[src/rtl/clk_div_pkg.sv]
// clk_div_pkg: shared types and defaults for the multi-channel clock divider
package clk_div_pkg;

    localparam int CNT_W_DEF = 32;

    typedef logic [CNT_W_DEF-1:0] div_cnt_t;

    typedef struct packed {
        div_cnt_t cnt;
        div_cnt_t active_div;
        div_cnt_t pending_div;
        logic     pend_valid;
        logic     outclk;
    } chan_state_t;

endpackage

[src/rtl/clk_div_chan.sv]
// clk_div_chan: one divider channel (counter, shadow divisor, toggle flop); optional MULTI_CHAN_CLK_DIV_PHASE_EN adds a sync phase preload
module clk_div_chan
    import clk_div_pkg::*;
#(
    parameter int               CNT_W       = CNT_W_DEF,
    parameter logic [CNT_W-1:0] DEFAULT_DIV = '0
) (
    input  logic             clk,
    input  logic             rst_n,
    input  logic             en,
    input  logic             load,
    input  logic             sync,
    input  logic [CNT_W-1:0] div_in,
`ifdef MULTI_CHAN_CLK_DIV_PHASE_EN
    input  logic [CNT_W-1:0] phase_off,
`endif
    output logic             outclk,
    output logic             tick
);

    logic [CNT_W-1:0] cnt_q, cnt_d, act_q, act_d, pend_q, pend_d;
    logic             pv_q, pv_d, out_q, out_d, tick_q, tick_d;
    logic             wrap;

    // Next state: sync or a disabled channel applies divisors immediately; a running channel only at its wrap
    always_comb begin
        wrap   = cnt_q == act_q;
        cnt_d  = '0;
        act_d  = act_q;
        pend_d = load ? div_in : pend_q;
        pv_d   = 1'b0;
        out_d  = 1'b0;
        tick_d = 1'b0;
        if (sync || !en) begin
            act_d = load ? div_in : (pv_q ? pend_q : act_q);
`ifdef MULTI_CHAN_CLK_DIV_PHASE_EN
            cnt_d = (sync && en) ? (phase_off < act_d ? phase_off : act_d) : '0;
`endif
        end else begin
            cnt_d  = wrap ? '0 : cnt_q + CNT_W'(1);
            act_d  = (wrap && pv_q) ? pend_q : act_q;
            pv_d   = load | (pv_q & ~wrap);
            out_d  = out_q ^ wrap;
            tick_d = wrap;
        end
    end

    // Channel state register with asynchronous active-low reset
    always_ff @(posedge clk or negedge rst_n) begin
        if (!rst_n) begin
            cnt_q  <= '0;
            act_q  <= DEFAULT_DIV;
            pend_q <= DEFAULT_DIV;
            pv_q   <= 1'b0;
            out_q  <= 1'b0;
            tick_q <= 1'b0;
        end else begin
            cnt_q  <= cnt_d;
            act_q  <= act_d;
            pend_q <= pend_d;
            pv_q   <= pv_d;
            out_q  <= out_d;
            tick_q <= tick_d;
        end
    end

    assign outclk = out_q;
    assign tick   = tick_q;

endmodule

[src/rtl/multi_chan_clk_div.sv]
// multi_chan_clk_div: NUM_CH independent glitch-free clock dividers; optional MULTI_CHAN_CLK_DIV_PHASE_EN adds phase_off
module multi_chan_clk_div
    import clk_div_pkg::*;
#(
    parameter int NUM_CH      = 4,
    parameter int CNT_W       = CNT_W_DEF,
    parameter int DEFAULT_DIV = 0
) (
    input  logic                    inclk,
    input  logic                    Reset,
    input  logic [NUM_CH-1:0]       ch_en,
    input  logic [NUM_CH*CNT_W-1:0] div_count,
    input  logic [NUM_CH-1:0]       load,
    input  logic                    sync,
`ifdef MULTI_CHAN_CLK_DIV_PHASE_EN
    input  logic [NUM_CH*CNT_W-1:0] phase_off,
`endif
    output logic [NUM_CH-1:0]       outclk,
    output logic [NUM_CH-1:0]       outclk_not,
    output logic [NUM_CH-1:0]       tick
);

    assign outclk_not = ~outclk;

    for (genvar i = 0; i < NUM_CH; i++) begin : g_ch
        clk_div_chan #(
            .CNT_W      (CNT_W),
            .DEFAULT_DIV(CNT_W'(DEFAULT_DIV))
        ) u_chan (
            .clk      (inclk),
            .rst_n    (Reset),
            .en       (ch_en[i]),
            .load     (load[i]),
            .sync     (sync),
            .div_in   (div_count[i*CNT_W +: CNT_W]),
`ifdef MULTI_CHAN_CLK_DIV_PHASE_EN
            .phase_off(phase_off[i*CNT_W +: CNT_W]),
`endif
            .outclk   (outclk[i]),
            .tick     (tick[i])
        );
    end

endmodule

[config.mk]
export PLATFORM = sky130hd
export DESIGN_NAME = multi_chan_clk_div
export DESIGN_NICKNAME = d
export VERILOG_FILES = /design/src/rtl/clk_div_pkg.sv /design/src/rtl/clk_div_chan.sv /design/src/rtl/multi_chan_clk_div.sv
export SDC_FILE = /design/constraint.sdc
export NUM_CORES = 1
export LEC_CHECK = 0
export BUFFER_PORTS_ARGS = -buffer_cell sky130_fd_sc_hd__buf_2
export CORE_MARGIN = 1.5
export CORE_UTILIZATION = 37
export DETAILED_ROUTE_END_ITERATION = 16
export GPL_ROUTABILITY_DRIVEN = 0
export GPL_TIMING_DRIVEN = 0
export MAX_ROUTING_LAYER = met4
export PLACE_DENSITY = 0.5
export SLEW_MARGIN = 10
export SYNTH_ARGS = -nofsm -noshare
export SYNTH_HDL_FRONTEND = slang
export SYNTH_SLANG_ARGS = --single-unit
[constraint.sdc]
create_clock -name inclk -period 3.35 [get_ports inclk]
set_clock_uncertainty 0.15 [all_clocks]
set_input_delay 0.8375 -clock inclk [delete_from_list [all_inputs] [get_ports inclk]]
set_output_delay 0.8375 -clock inclk [all_outputs]
set_load 0.005 [all_outputs]
# Word level (Yosys, flattened, before mapping)
# Index checks and enable logic that the tools add are counted.
[totals]
input_bits = 139
wordCells = 109
latchBits = 0
mem_bits_ro = 0
register_bits = 396
ramBits = 0
output_inout_bits = 12
memories = 0
[op_classes]
n_reduce_logical = 20
div = 0
n_addsub = 4
shift = 0
n_bitwise = 17
multipliers = 0
n_lt_le_gt_ge = 0
n_mux = 36
n_eq_ne = 8
[ops]
columns = ["operator", "count"]
rows = [
  ["32-bit two-way mux", 24],
  ["32-bit by 1-bit adder with 32-bit output, second input constant", 4],
  ["32-bit equality test", 4],
  ["1-bit two-way mux", 12],
  ["3-bit by 2-bit inequality test with 1-bit output, second input constant", 4],
  ["2-bit AND reduction", 4],
  ["2-bit nonzero test", 4],
  ["1-bit bitwise AND", 4],
  ["1-bit logical AND", 4],
  ["1-bit logical NOT", 4],
  ["1-bit logical OR", 4],
  ["1-bit inverter", 4],
  ["4-bit inverter", 1],
  ["1-bit OR", 4],
  ["1-bit bitwise XOR", 4],
]

# Longest topological paths before layout
[logic_depth]
ltp_word = 5
ltp_mapped = 9
depth_no_buf = 6

# Cells and area by module
# From an unflattened synthesis, not the netlist that was laid out.
[hier_totals]
hier_cells = 1928
area_unflattened_um2 = 20870.0
[by_module_without_submodules]
columns = ["mod", "seq_area_each_um2", "cells_each", "n_inst", "area_each_um2"]
rows = [
  ["clk_div_chan", 2477.4, 481, 4, 5213.8],
  ["multi_chan_clk_div", 0.0, 4, 1, 15.0],
]

# Worst setup path before layout
# Ideal clock, no wire load.
[synth_path]
kind = "in2reg"
startpoint = "input port sync"
endpoint = "register g_ch[2].u_chan.act_q[21]"
arrival_time_ps = 2162
slack_ps = 934
stages = 7
cell_sequence = "nand2b_1 > clkbuf_1 > nand2_1 > clkbuf_1 > clkbuf_1 > o22ai_1 > a221oi_1"
[synth_between]
elab_chain_cells = 3
[synth_rtl]
columns = ["element", "line_no", "text"]
rows = [
  ["start: declaration", "multi_chan_clk_div.sv:14", "input logic sync,"],
  ["1-bit logical OR *", "clk_div_chan.sv:34", "if (sync || !en) begin"],
  ["3-bit by 2-bit inequality test with 1-bit output (no source line) / 2-bit nonzero test (equally long branches)", "--", ""],
  ["2-bit AND reduction (no source line)", "--", ""],
  ["end signal: assignment", "clk_div_chan.sv:59", "act_q <= act_d;"],
  ["end: declaration", "clk_div_chan.sv:21", "logic [CNT_W-1:0] cnt_q, cnt_d, act_q, act_d, pend_q, pend_d;"],
]
# Every way passes the cells marked *; elsewhere a longest branch is shown, timed or not.
# A chain may end at the register's enable or synchronous reset.

# Worst setup path in the final report
[layout_path]
startpoint = "input port sync"
endpoint = "register g_ch[1].u_chan.act_q[21]"
[layout_between]
elab_chain_cells = 3
[layout_rtl]
columns = ["element", "line_no"]
rows = [
  ["1-bit logical OR *", "clk_div_chan.sv:34"],
  ["3-bit by 2-bit inequality test with 1-bit output (no source line) / 2-bit nonzero test (equally long branches)", "--"],
  ["2-bit AND reduction (no source line)", "--"],
  ["end signal: assignment", "clk_div_chan.sv:59"],
  ["end: declaration", "clk_div_chan.sv:21"],
]
# Marked as above.

==> flow_summary.yaml <==
clock_tree:
  clk_root_buffer_cell: "clkbuf_16"
  htreeDepth: 2
  clock_latency_ns: 0.58
  cts-buffers-inserted: 48
  postCtsHoldBufs: 0
  post-cts-setup-buffer-count: 0
  postCtsResizedCells: 0
  max-clock-path-buffers: 3
  post_cts_clock_slew_at_the_launch_and_capture_registers_of_the_worst_setup_and_hold_paths_ns: 0.06
  tritoncts_num_sinks: 396
  cts_tree: "yes"
routing:
  routed-via-count: 15600
  finalWirelength_um: 54000
  detailedRoute.firstPassIterationCount: 5
  detail_route.wl_per_cell_um: 19.0
  via_per_inst: 5.48
  post-route-drc-count: 0
  ant_nets: 0
  drtIter0Drc: 878
timing:
  maxClockFrequency_ghz: 0.368
  finalCritPeriodShare_pct: 81.1
  period_minus_slack_ns: 2.72
  setup_total_negative_slack_ns: 0
  hold-worst-slack_ns: 0.0367
  rsz0062_at_grt: "no"
  setup-violations-final: 0
  tightest_slew_ns: 0.929
  finalMaxSlewViolations: 0
  hold_violations: 0
  max-slew-margin-rel_pct: 37.5
place:
  hpwl_um: 38600
  placement.io_buffers: 146
power_and_ir_drop:
  powerDensity_mw_per_mm2: 545
  ir_worst_vdd_mv: 0.379
  power_leakage_uw: 0.00965
layout:
  synthToLayoutAreaGrowth_pct: 17.2
  final_core_util_pct: 43.8
  final_nets: 2252
  drive_above_1_share_pct: 21.3
synthesis:
  synth.ff_latch_count: 396
  yosysTopAreaCellShare_pct: 49.3
  netlist_instances: 1909
  cell_type_contributing_the_most_total_cell_area_after_synthesis: "dfrtp_1"
  mapped_nets: 2052
  synthDistinctLibCells: 47
  seq_area_frac_synth_pct: 49.3
  ys.warnings.count: 0
  syn_avg_cell_area_um2: 10.5
  yosys.cell_count.top_type: "dfrtp_1"
  yosys-top-cells-count: "dfrtp_1 (396), nor2_1 (271), xor2_1 (180)"
  synth_area_leaders: "dfrtp_1 (49%), xor2_1 (7.8%), mux2_2 (7.2%)"
  ys_async_sr_fraction_pct: 100
  synth-main-ff-cell: "dfrtp_1"
  edff_count_synth: 0
  synth_area_mm2: 0.0201
worst_setup_path:
  end_kind: "flip-flop"
  cp_slowest_stage_delay_ns: 0.49
  critical_path_required_ns: 3.67
  path_cells: "buf_2 -> nand2b_1 -> clkbuf_1 -> nand2_1 -> clkbuf_1 -> clkbuf_1 -> o22ai_1 -> a221oi_1"
  crit_path_start_kind: "input pin"
  timing.critical_path.arrival_ns: 3.04
  crit_type: "in -> reg"
  critical_path_peak_fanout: 10
  cpMaxStageDelayCell: "clkbuf_1"
  cpMostUsedCell: "clkbuf_1"
global_routing:
  grt_start_max_net_pins: 102
  global_route_congestion_overflow_total: 0
  grt_first_pass_wirelength_um: 88200
  global_route.usage.total_pct: 20.1
  antenna_found_initial: 4
  vias_in_the_first_global_route: 15900
status:
  run_status: "finished clean"
die:
  io_pins: 151
  initial_utilization_pct: 37.4
  fp.dieArea_mm2: 0.0558
  design.core.area_mm2: 0.0538
  die_w_um: 236
  die_h_um: 236
  fp-row-count: 85
hold_path:
  hold_path.class: "in -> async"
job:
  drv_cap: 0
-- layout by cell type, fill, tap and decap left out, types with 24 or more instances in the layout --
cell / Yosys / routed
xnor2_1: 64 / 64
nor2_1: 271 / 271
inv_1: 24 / 24
o22ai_1: 128 / 128
clkbuf_16: 0 / 49
nand4_1: 38 / 38
nand3_1: 43 / 43
a221oi_1: 120 / 120
a211oi_1: 128 / 128
xor2_1: 180 / 180
nand2_1: 42 / 42
clkbuf_1: 93 / 101
nor4_1: 41 / 41
mux2_2: 128 / 128
dfrtp_1: 396 / 396
buf_2: 56 / 201
-- path summary, 6_finish.rpt --
| check | from | endpoint | slack (ns) | depth (start not counted) |
|---|---|---|---|---|
| setup / recovery | sync | g_ch[1].u_chan.act_q[21] | 0.63 | 8 |
| hold / removal | Reset | g_ch[3].u_chan.pend_q[31] | 0.04 | 1 |
| setup reg to reg | g_ch[0].u_chan.cnt_q[2] | g_ch[0].u_chan.act_q[30] | 0.70 | 8 |
| hold reg to reg | g_ch[2].u_chan.pend_q[4] | g_ch[2].u_chan.pend_q[4] | 0.35 | 1 |
| max in group asynchronous | Reset | g_ch[0].u_chan.cnt_q[13] | 1.63 | 3 |
| min in group inclk | div_count[112] | g_ch[3].u_chan.pend_q[16] | 0.35 | 2 |
-- sequential cells by signal, indices dropped and copies added (netlist names) --
signal	count
g_ch.u_chan.act_q	128
g_ch.u_chan.cnt_q	128
g_ch.u_chan.pend_q	128
g_ch.u_chan.outclk	4
g_ch.u_chan.pv_q	4
g_ch.u_chan.tick	4
-- area by class of cell --
class | instances | area [µm²]
antenna | 4 | 10.0
multi-input combinational | 1319 | 9320
buffer | 170 | 793
sequential | 396 | 9910
inverter | 24 | 90.1
timing repair buffer | 150 | 851
fill | 5164 | 30200
clock inverter | 19 | 298
clock buffer | 69 | 1420
tap | 696 | 871
-- where the power goes --
group | switching, µW | internal [µW]
Combinational | 792 | 698
Sequential | 442 | 5240
Clock | 2120 | 3550
Total | 3350 | 9490
-- critical path, delay by kind of cell --
family | cells | cell delay [ns]
compound gates | 2 | 0.52
simple gates | 2 | 0.36
buf+inv | 4 | 1.32
-- per-stage QoR --
stage | instance area [µm²] | power [µW] | setup WS, ns | cells
after floorplan | 20100 | 6630 | 0.934 | 1909
after global placement | 21700 | 7210 | -7.03 | 2751
after detailed placement | 21800 | 7270 | 0.00161 | 2755
after CTS | 23600 | 13000 | 0.615 | 2843
after global routing | 23600 | 13400 | 0.373 | 2847
final | 23600 | 12800 | 0.634 | 2847
-- per-layer routing --
| layer | up-vias | track usage (%) | routed length [µm] |
|---|---|---|---|
| met5 | - | - | 0 |
| met4 | 0 | 4.74 | 905 |
| met3 | 61 | 3.25 | 2180 |
| met2 | 283 | 31.1 | 25100 |
| met1 | 7809 | 27.7 | 25800 |
| li1 | 7458 | - | - |
-- logic make-up (layout without fill, tap and decap cells) --
| family | after synthesis | after routing | share of synthesized area, % |
|---|---|---|---|
| XOR/XNOR | 244 | 244 | 10.6 |
| AO/OA/AOI/OAI | 412 | 412 | 15.4 |
| adder cells (fa/ha/maj) | 4 | 4 | 0.249 |
| multiplexers | 128 | 128 | 7.17 |
| buffers and inverters | 194 | 432 | 4.39 |
| flip-flops | 396 | 396 | 49.3 |
| other | 0 | 4 | 0 |
| AND/OR/NAND/NOR | 531 | 531 | 13.0 |
(Power assumes the default switching activity.)
